File: src/rtl/block_stream_emitter.sv
// Serialises BEGIN/END/NOP/FLUSH commands as ASCII words ("begin ", "end ", "nop "), one char per clock.
// Optional build macro BLOCK_EMIT_STRICT_EN: END at depth 0 is silently discarded and underflow stays 0.
module block_stream_emitter #(
  parameter int unsigned DEPTH_W    = 16,
  parameter int unsigned UPPER_CASE = 0
) (
  input  logic               clk,
  input  logic               reset,
  input  logic               cmd_valid,
  input  logic [1:0]         cmd_op,
  output logic               cmd_ready,
  output logic [7:0]         out,
  output logic               out_valid,
  output logic [DEPTH_W-1:0] depth,
  output logic               underflow,
  output logic               balanced
);

  typedef enum logic [1:0] {IDLE = 2'd0, EMIT = 2'd1, FLUSH_EMIT = 2'd2} state_t;
  typedef enum logic [1:0] {W_BEGIN = 2'd0, W_END = 2'd1, W_NOP = 2'd2} word_t;
  typedef enum logic [1:0] {OP_BEGIN = 2'd0, OP_END = 2'd1, OP_NOP = 2'd2, OP_FLUSH = 2'd3} op_t;

  state_t             state, state_n;
  word_t              word, word_n;
  logic [2:0]         idx, idx_n, last_idx;
  logic [DEPTH_W-1:0] depth_n;
  logic               underflow_n;
  logic [7:0]         out_n;
  logic               out_valid_n;
  logic               at_last, accept;

  function automatic logic [7:0] char_at(input word_t w, input logic [2:0] i);
    logic [7:0] c;
    c = 8'h20;
    case (w)
      W_BEGIN: case (i)
        3'd0: c = 8'h62;
        3'd1: c = 8'h65;
        3'd2: c = 8'h67;
        3'd3: c = 8'h69;
        3'd4: c = 8'h6E;
        default: c = 8'h20;
      endcase
      W_END: case (i)
        3'd0: c = 8'h65;
        3'd1: c = 8'h6E;
        3'd2: c = 8'h64;
        default: c = 8'h20;
      endcase
      default: case (i)
        3'd0: c = 8'h6E;
        3'd1: c = 8'h6F;
        3'd2: c = 8'h70;
        default: c = 8'h20;
      endcase
    endcase
    if (UPPER_CASE != 0 && c != 8'h20) c = c - 8'h20;
    return c;
  endfunction

  // idx names the character being loaded into out this cycle, so ready on the
  // last index lets the next word's first char follow the space with no gap.
  always_comb begin
    last_idx = (word == W_BEGIN) ? 3'd5 : 3'd3;
    at_last  = 1'b0;
    if (state == EMIT)            at_last = (idx == last_idx);
    else if (state == FLUSH_EMIT) at_last = (idx == 3'd3) && (depth == '0);
    cmd_ready = !reset && ((state == IDLE) || at_last);
    accept    = cmd_valid && cmd_ready;
    balanced  = (state == IDLE) && !out_valid && (depth == '0) && !underflow;
  end

  always_comb begin
    state_n     = state;
    word_n      = word;
    idx_n       = idx;
    depth_n     = depth;
    underflow_n = underflow;
    out_n       = '0;
    out_valid_n = 1'b0;

    if (state != IDLE) begin
      out_n       = char_at(word, idx);
      out_valid_n = 1'b1;
      if (state == EMIT) begin
        if (idx == last_idx) state_n = IDLE;
        else                 idx_n   = idx + 3'd1;
      end else begin
        if (idx == 3'd0) depth_n = depth - DEPTH_W'(1);
        // depth already counts this round's "e", so zero here means final round
        if (idx == 3'd3) begin
          if (depth == '0) state_n = IDLE;
          else             idx_n   = 3'd0;
        end else begin
          idx_n = idx + 3'd1;
        end
      end
    end

    if (accept) begin
      case (op_t'(cmd_op))
        OP_BEGIN: begin
          state_n = EMIT;
          word_n  = W_BEGIN;
          idx_n   = 3'd0;
          if (depth != '1) depth_n = depth + DEPTH_W'(1);
        end
        OP_END: begin
          if (depth != '0) begin
            depth_n = depth - DEPTH_W'(1);
            state_n = EMIT;
            word_n  = W_END;
            idx_n   = 3'd0;
          end else begin
`ifdef BLOCK_EMIT_STRICT_EN
            underflow_n = 1'b0;
`else
            state_n     = EMIT;
            word_n      = W_END;
            idx_n       = 3'd0;
            underflow_n = 1'b1;
`endif
          end
        end
        OP_NOP: begin
          state_n = EMIT;
          word_n  = W_NOP;
          idx_n   = 3'd0;
        end
        OP_FLUSH: begin
          if (depth != '0) begin
            state_n = FLUSH_EMIT;
            word_n  = W_END;
            idx_n   = 3'd0;
          end
        end
        default: ;
      endcase
    end
  end

  always_ff @(posedge clk) begin
    if (reset) begin
      state     <= IDLE;
      word      <= W_NOP;
      idx       <= '0;
      depth     <= '0;
      underflow <= 1'b0;
      out       <= '0;
      out_valid <= 1'b0;
    end else begin
      state     <= state_n;
      word      <= word_n;
      idx       <= idx_n;
      depth     <= depth_n;
      underflow <= underflow_n;
      out       <= out_n;
      out_valid <= out_valid_n;
    end
  end

endmodule

File: config.mk
export PLATFORM = sky130hd
export DESIGN_NAME = block_stream_emitter
export DESIGN_NICKNAME = d
export VERILOG_FILES = /design/src/rtl/block_stream_emitter.sv
export SDC_FILE = /design/constraint.sdc
export NUM_CORES = 1
export LEC_CHECK = 0
export CAP_MARGIN = 30
export CORE_ASPECT_RATIO = 0.9
export CORE_MARGIN = 1
export CORE_UTILIZATION = 30
export DETAILED_ROUTE_END_ITERATION = 7
export PLACE_DENSITY = 0.54
export SYNTH_ARGS = -nofsm -noshare
export SYNTH_HDL_FRONTEND = slang
export SYNTH_SLANG_ARGS = --single-unit
export TNS_END_PERCENT = 100
File: constraint.sdc
create_clock -name clk -period 3.5 [get_ports clk]
set_input_delay 0.7 -clock clk [delete_from_list [all_inputs] [get_ports clk]]
set_output_delay 0.7 -clock clk [all_outputs]
set_load 0.01 [all_outputs]
==> summary.md, run 1 <==
| Metric | Value |
|---|---|
| Gpl congestion | `0.878` |
| RSZ-0062 raised after global routing | `no` |
| Initial Utilization | `31.4%` |
| Post-CTS setup buffers | `0` |
| Final worst-path cycle share | `93.0%` |
| Die Y | `92.5 um` |
| CP required | `2.80 ns` |
| Worst slew pin tran | `0.683 ns` |
| Register bit total from synthesis | `32` |
| Slew Viols, Final | `0` |
| Adder-Cell Fraction of Synth Area | `4.13%` |
| Logic pwr share | `67.7%` |
| Vias | `2,867` |
| CTS clk-pin slew, worst paths | `0.08 ns` |
| Layout overhead on the synthesized area | `18.2%` |
| CTS tree | `done` |
| PortBufs | `31` |
| Part of the Yosys area used for sequential elements | `23.5%` |
| Post-CTS Resized | `0` |
| Layout Nets | `397` |
| Core area | `0.00869 mm^2` |
| P_sw | `1690 uW` |
| First-pass GRT wire length | `13,900 um` |
| DR pass1 iterations | `5` |
| Share of cells above drive strength 1 | `9.11%` |
| Worst IR Drop VDD | `365 uV` |
| Worst Path Arrival | `2.56 ns` |
| Synth Flop Type | `dfxtp_1` |
| Lkg Pwr | `0.00115 uW` |
| Cell variety after synth | `64` |
| Crit end category | `output port` |
| Clock sink count | `32` |
| Syn Area/Cell | `7.52 um^2` |
| Synthesized cell area | `0.00273 mm^2` |
| Post-Synth Simple-Gate Area | `30.9%` |
| Clock power frac | `11.2%` |
| Final Hold Vio Count | `0` |
| DRC errors left | `0` |
| WL per Instance | `17.1 um` |
| Reg power frac | `21.1%` |
| Worst setup path category | `flip-flop to output port` |
| CP max FO | `8` |
| Post-synth net total | `377` |
| Worst skew pair latency | `0.30 ns` |
| HP Class | `flip-flop to flip-flop` |
| Crit path launch type | `flip-flop` |
| Setup TNS | `0 ns` |
| Largest net degree at the start of global routing | `18` |
| H-tree levels | `2` |
| DR iter-0 viols | `351` |
| Number of global-route vias before repair | `2,558` |
| Ant diodes | `0` |
| Internal power | `1670 uW` |
| Sw Ratio | `50.3%` |
| Fin crit period | `3.26 ns` |
| Initial antenna violation count | `0` |
| Total congestion overflow | `0` |
| Post-synth EDFFs | `0` |
| Post-route clock skew | `0.00903 ns` |
| HPWL after detailed placement | `6120 um` |
| Hold Buf Count CTS | `0` |
| Async SR Flop Fraction | `0%` |
| YS warnings | `0` |
| Root buffer cell | `clkbuf_8` |
| XOR/XNOR Fraction of Synth Area | `5.14%` |
| Antenna Violating Nets Remaining | `0` |
| Finished Layout Cells | `503` |
| # setup viols final | `0` |
| Total CTS buffers | `5` |
| Top-Level Pins | `33` |
| Placed insts | `495` |
| MaxCap Viol Count | `0` |
| Total GRT Usage | `19.0%` |
| Die Width | `103 um` |
| Largest family of logic cells by synthesized area | `simple AND/OR/NAND/NOR gates` |
| Die area | `0.00948 mm^2` |
| Share of the synthesized area in compound gates (AO/OA/AOI/OAI) | `27.2%` |
| Post-synthesis mux area share | `0.917%` |
| Vias per cell | `5.70` |
| Slew HR | `54.1%` |
| Pwr Density | `1040 mW/mm^2` |
| Rows | `32` |
| Max Clk Rate | `307 MHz` |
| Syn Inst Count | `363` |
| Status | `finished clean` |
| WL final | `8600 um` |
| Clock Path Buffers | `2` |
==> worst max-delay path: stages (launching register included) <==
cell             delay (ns)
dfxtp_1                0.39
inv_1                  0.13
ha_1                   0.21
nor4b_1                0.32
and4_1                 0.32
nand3b_4               0.13
a21oi_1                0.19
clkdlybuf4s50_1        0.55
==> power groups by stage <==
stage	clock network (uW)	registers (uW)	logic [uW]
after global placement	0	710	2240
final	378	709	2280
after global routing	405	735	2500
after detailed placement	0	711	2230
after floorplan	0	647	1620
after CTS	390	704	2250
==> layer usage <==
metal  up-vias  GRT usage, %  share of wire, %
li1       1379             -                 -
met1      1352          28.9                48
met2       125          26.1                42
met3        11          4.38               8.0
met4         0          5.24               1.3
met5         -             0                 0
==> cells in the final DEF, fill, tap and decap left out, types with 3 or more instances in the layout <==
cell type,netlist,final
o21ai_0,14,14
and4_1,5,5
or2_2,4,4
nor2_1,32,32
nand2b_1,3,3
buf_4,3,13
dfxtp_1,32,32
nor4_1,5,5
clkbuf_8,0,5
nor3_1,18,18
inv_1,13,13
and2_1,7,7
a21boi_0,3,3
or3_1,3,3
a21oi_1,20,20
a211oi_1,4,4
o221ai_1,5,5
clkdlybuf4s50_1,0,31
o21a_1,3,3
nand4_1,9,9
ha_1,9,9
a221o_1,6,6
xnor2_1,9,9
xor2_1,7,7
nand3_1,14,14
nand2_1,38,38
o22ai_1,16,16
and3_1,7,7
o211ai_1,3,3
==> final cells by class <==
| type | count | area (um^2) |
|---|---|---|
| Tap cell | 119 | 149 |
| Inverter | 13 | 48.8 |
| Timing Repair Buffer | 44 | 408 |
| Clock inverter | 3 | 42.5 |
| Multi-Input combinational cell | 287 | 1870 |
| Fill cell | 904 | 5460 |
| Sequential cell | 32 | 641 |
| Clock buffer | 5 | 68.8 |
==> cell usage after synthesis (4+ instances only) <==
cell / number / share of area (%)
nand4_1: 9 / 2.1
buf_6: 4 / 1.7
nor4_1: 5 / 1.1
dfxtp_1: 32 / 23
nand3_1: 14 / 2.6
xnor2_1: 9 / 2.9
o22ai_1: 16 / 3.7
and2_1: 7 / 1.6
nand2_1: 38 / 5.2
or2_2: 4 / 0.92
nor2_1: 32 / 4.4
nor3_1: 18 / 3.3
buf_2: 9 / 1.7
o221ai_1: 5 / 1.6
and4_1: 5 / 1.6
a211oi_1: 4 / 1.1
a21oi_1: 20 / 3.7
inv_1: 13 / 1.8
xor2_1: 7 / 2.2
ha_1: 9 / 4.1
a221o_1: 6 / 2.2
clkbuf_1: 13 / 1.8
and3_1: 7 / 1.6
o21ai_0: 14 / 2.6
==> sequential cells by signal, indices dropped and copies added, names as in the netlist <==
name / cells
underflow: 1
state: 2
depth: 16
idx: 3
word: 2
out: 7
out_valid: 1
==> kinds of logic (layout without fill, tap and decap cells) <==
| family | Yosys count | after routing |
|---|---|---|
| AND/OR/NAND/NOR | 158 | 158 |
| buffers and inverters | 44 | 65 |
| AO/OA/AOI/OAI | 101 | 101 |
| XOR/XNOR | 16 | 16 |
| other | 1 | 1 |
| multiplexers | 2 | 2 |
| adder cells (fa/ha/maj) | 9 | 9 |
| flip-flops | 32 | 32 |
==> final timing paths <==
kind / slack (ns) / start / endpoint / cells after the start
max: 0.24 / depth[0] / cmd_ready / 7
min: 0.53 / underflow / underflow / 2
min reg2reg: 0.53 / underflow / underflow / 2
max reg2reg: 0.55 / idx[0] / depth[8] / 8
==> per-stage QoR <==
stage,util [%],setup WS (ns),total power (uW),instance area (um^2),hold slack (ns)
floorplan,-,1.15,2270,2730,0.521
global placement,35.8,0.610,2950,3110,0.513
detailed placement,35.8,0.573,2940,3110,0.513
CTS,37.1,0.223,3340,3230,0.533
global route,37.1,0.0992,3640,3230,0.579
finish,37.1,0.245,3370,3230,0.533
Power figures use the tool's default switching activity.
==> run 2: changes to the inputs <==
Settings changed: ABC_AREA set to 1, DONT_BUFFER_PORTS set to 1, PLACE_DENSITY 0.54 to 0.5.
==> summary.md, run 2 <==
| Metric | Value |
|---|---|
| Status | `finished clean` |
| Worst skew pair latency | `0.28 ns` |
| Worst Path Arrival | `1.94 ns` |
| Slew Viols, Final | `0` |
| Vias | `3,245` |
| Share of cells above drive strength 1 | `12.8%` |
| Max Clk Rate | `379 MHz` |
| Crit path launch type | `flip-flop` |
| Largest registers | `depth: 16 flops, out: 7 flops, idx: 3 flops` |
| Most flops, register | `depth` |
| Area contributors post-synth | `nand2_1, dfxtp_1, nand3_1` |
| Clock sink count | `32` |
| Most frequent cells in the layout | `nand2_1, nor2_1, inv_1, nand3_1, dfxtp_1` |
| Post-route clock skew | `0.00644 ns` |
| Number of global-route vias before repair | `3,152` |
| Area leader, netlist | `nand2_1` |
| Register bit total from synthesis | `32` |
| Vias per cell | `4.98` |
| Worst slew pin tran | `0.673 ns` |
| Core area | `0.00987 mm^2` |
| Post-Synth Simple-Gate Area | `49.6%` |
| Fin crit period | `2.64 ns` |
| WL final | `9380 um` |
| Gpl congestion | `0.904` |
| Die area | `0.0108 mm^2` |
| H-tree levels | `2` |
| Die Y | `98.8 um` |
| Largest net degree at the start of global routing | `22` |
| Post-CTS Resized | `0` |
| Syn Area/Cell | `5.88 um^2` |
| Top-Level Pins | `33` |
| DRC errors left | `0` |
| DR pass1 iterations | `4` |
| Post-synth net total | `545` |
| Hold Buf Count CTS | `0` |
| Post-synth EDFFs | `0` |
| Syn Inst Count | `531` |
| Clock Path Buffers | `2` |
| Buf/Inv on CP | `3` |
| Die Width | `110 um` |
| Commonest cells in the netlist | `nand2_1, nor2_1, inv_1, nand3_1, dfxtp_1` |
| Total CTS buffers | `5` |
| Worst setup path category | `flip-flop to output port` |
| # setup viols final | `0` |
| Post-CTS setup buffers | `0` |
| Synth top area share | `22.7%` |
| Synthesized cell area | `0.00312 mm^2` |
| Slowest CP cell | `dfxtp_1` |
| YS warnings | `0` |
| WL per Instance | `14.4 um` |
| Total GRT Usage | `19.0%` |
| Root buffer cell | `clkbuf_16` |
| CP delay by family, top | `simple AND/OR/NAND/NOR gates` |
| Total congestion overflow | `0` |
| Most common cell in the synthesized netlist | `nand2_1` |
| PortBufs | `0` |
| HP Class | `input pin to flip-flop` |
| Layout Nets | `538` |
| Async SR Flop Fraction | `0%` |
| Crit end category | `output port` |
| Final Hold Vio Count | `0` |
| CP most frequent cell | `inv_1` |
| CP max FO | `6` |
| XOR/XNOR Fraction of Synth Area | `1.68%` |
| Share of the synthesized area in compound gates (AO/OA/AOI/OAI) | `12.9%` |
| Antenna Violating Nets Remaining | `0` |
| Initial Utilization | `31.6%` |
| Cell Chain, Critical Path | `inv_1, ha_1, inv_1, nor2_1, nand4_4, nor2_8, nand2_4, nand2_4, nand2_1, inv_1` |
| Ant diodes | `0` |
| Commonest non-fill, non-tap cell in the layout | `nand2_1` |
| Layout overhead on the synthesized area | `7.45%` |
| Setup TNS | `0 ns` |
| Cell variety after synth | `38` |
| DR iter-0 viols | `204` |
| MaxCap Viol Count | `0` |
| Crit-path max cell delay | `0.38 ns` |
| Synth Flop Type | `dfxtp_1` |
| CTS clk-pin slew, worst paths | `0.06 ns` |
| Initial antenna violation count | `0` |
| Adder-Cell Fraction of Synth Area | `3.61%` |
| Rows | `34` |
| CP required | `2.80 ns` |
| First-pass GRT wire length | `16,100 um` |
| Part of the Yosys area used for sequential elements | `20.5%` |
| Post-synthesis mux area share | `0%` |
| HPWL after detailed placement | `6870 um` |
| Max reg flops | `16` |
| Final worst-path cycle share | `75.3%` |
| RSZ-0062 raised after global routing | `no` |
| CTS tree | `done` |
| Slew HR | `54.8%` |
| Largest family of logic cells by synthesized area | `simple AND/OR/NAND/NOR gates` |
-- run 2: final timing paths --
check                               start        end  slack, ns  depth (start not counted)
worst max-delay path             depth[0]  cmd_ready       0.86                         10
worst min-delay path                reset   depth[8]       0.48                          1
worst max register to register   depth[0]   depth[6]       1.12                         11
worst min register to register  underflow  underflow       0.57                          1
-- run 2: kinds of logic (layout without fill, tap and decap cells) --
| group | after synthesis | count (layout) |
|---|---|---|
| and+or+nand+nor | 338 | 338 |
| buffers and inverters | 78 | 72 |
| adders and majority gates | 9 | 9 |
| AOI/OAI and AO/OA | 67 | 67 |
| other | 1 | 1 |
| DFF | 32 | 32 |
| xor gates and xnor gates | 6 | 6 |
-- run 2: area by class of cell --
type                       instances  area (um^2)
tap                              126          158
timing repair buffer               3         22.5
fill                            1146         6510
inverter                          61          233
clock inverter                     1         30.0
multi-input combinational        421         2120
clock buffer                       7          153
sequential                        32          641
-- run 2: layer usage --
| metal | vias up | part of all wire (%) | global-route usage, % |
|---|---|---|---|
| met5 | - | 0 | 0 |
| met3 | 6 | 6.7 | 3.51 |
| met1 | 1474 | 51 | 27.7 |
| li1 | 1680 | - | - |
| met2 | 85 | 42 | 28.9 |
| met4 | 0 | 0.93 | 3.90 |
-- run 2: worst register-to-register path, stage by stage (launching register included) --
cell and delay, ns:
dfxtp_1 0.47, inv_1 0.17, ha_1 0.28, nand2_1 0.09, nor2_1 0.04, nand2_1 0.40, inv_1 0.19, nand2_1 0.28
nand3_1 0.12, nand2_1 0.09, nand2_2 0.06, a21oi_2 0.13
-- run 2: stage by stage --
stage	util [%]	setup WS (ns)	cell area (um^2)	hold slack, ns	std cells
after floorplan	-	1.36	3120	0.505	531
after global placement	32.2	1.17	3170	0.570	643
after CTS	34.0	0.854	3360	0.476	651
final	34.0	0.864	3360	0.483	651
after detailed placement	32.2	1.14	3170	0.568	643
after global routing	34.0	0.730	3360	0.476	651
Power of run 2 is not shown: default switching activity piles up to over one toggle a cycle in this logic, so the estimate is an artifact.
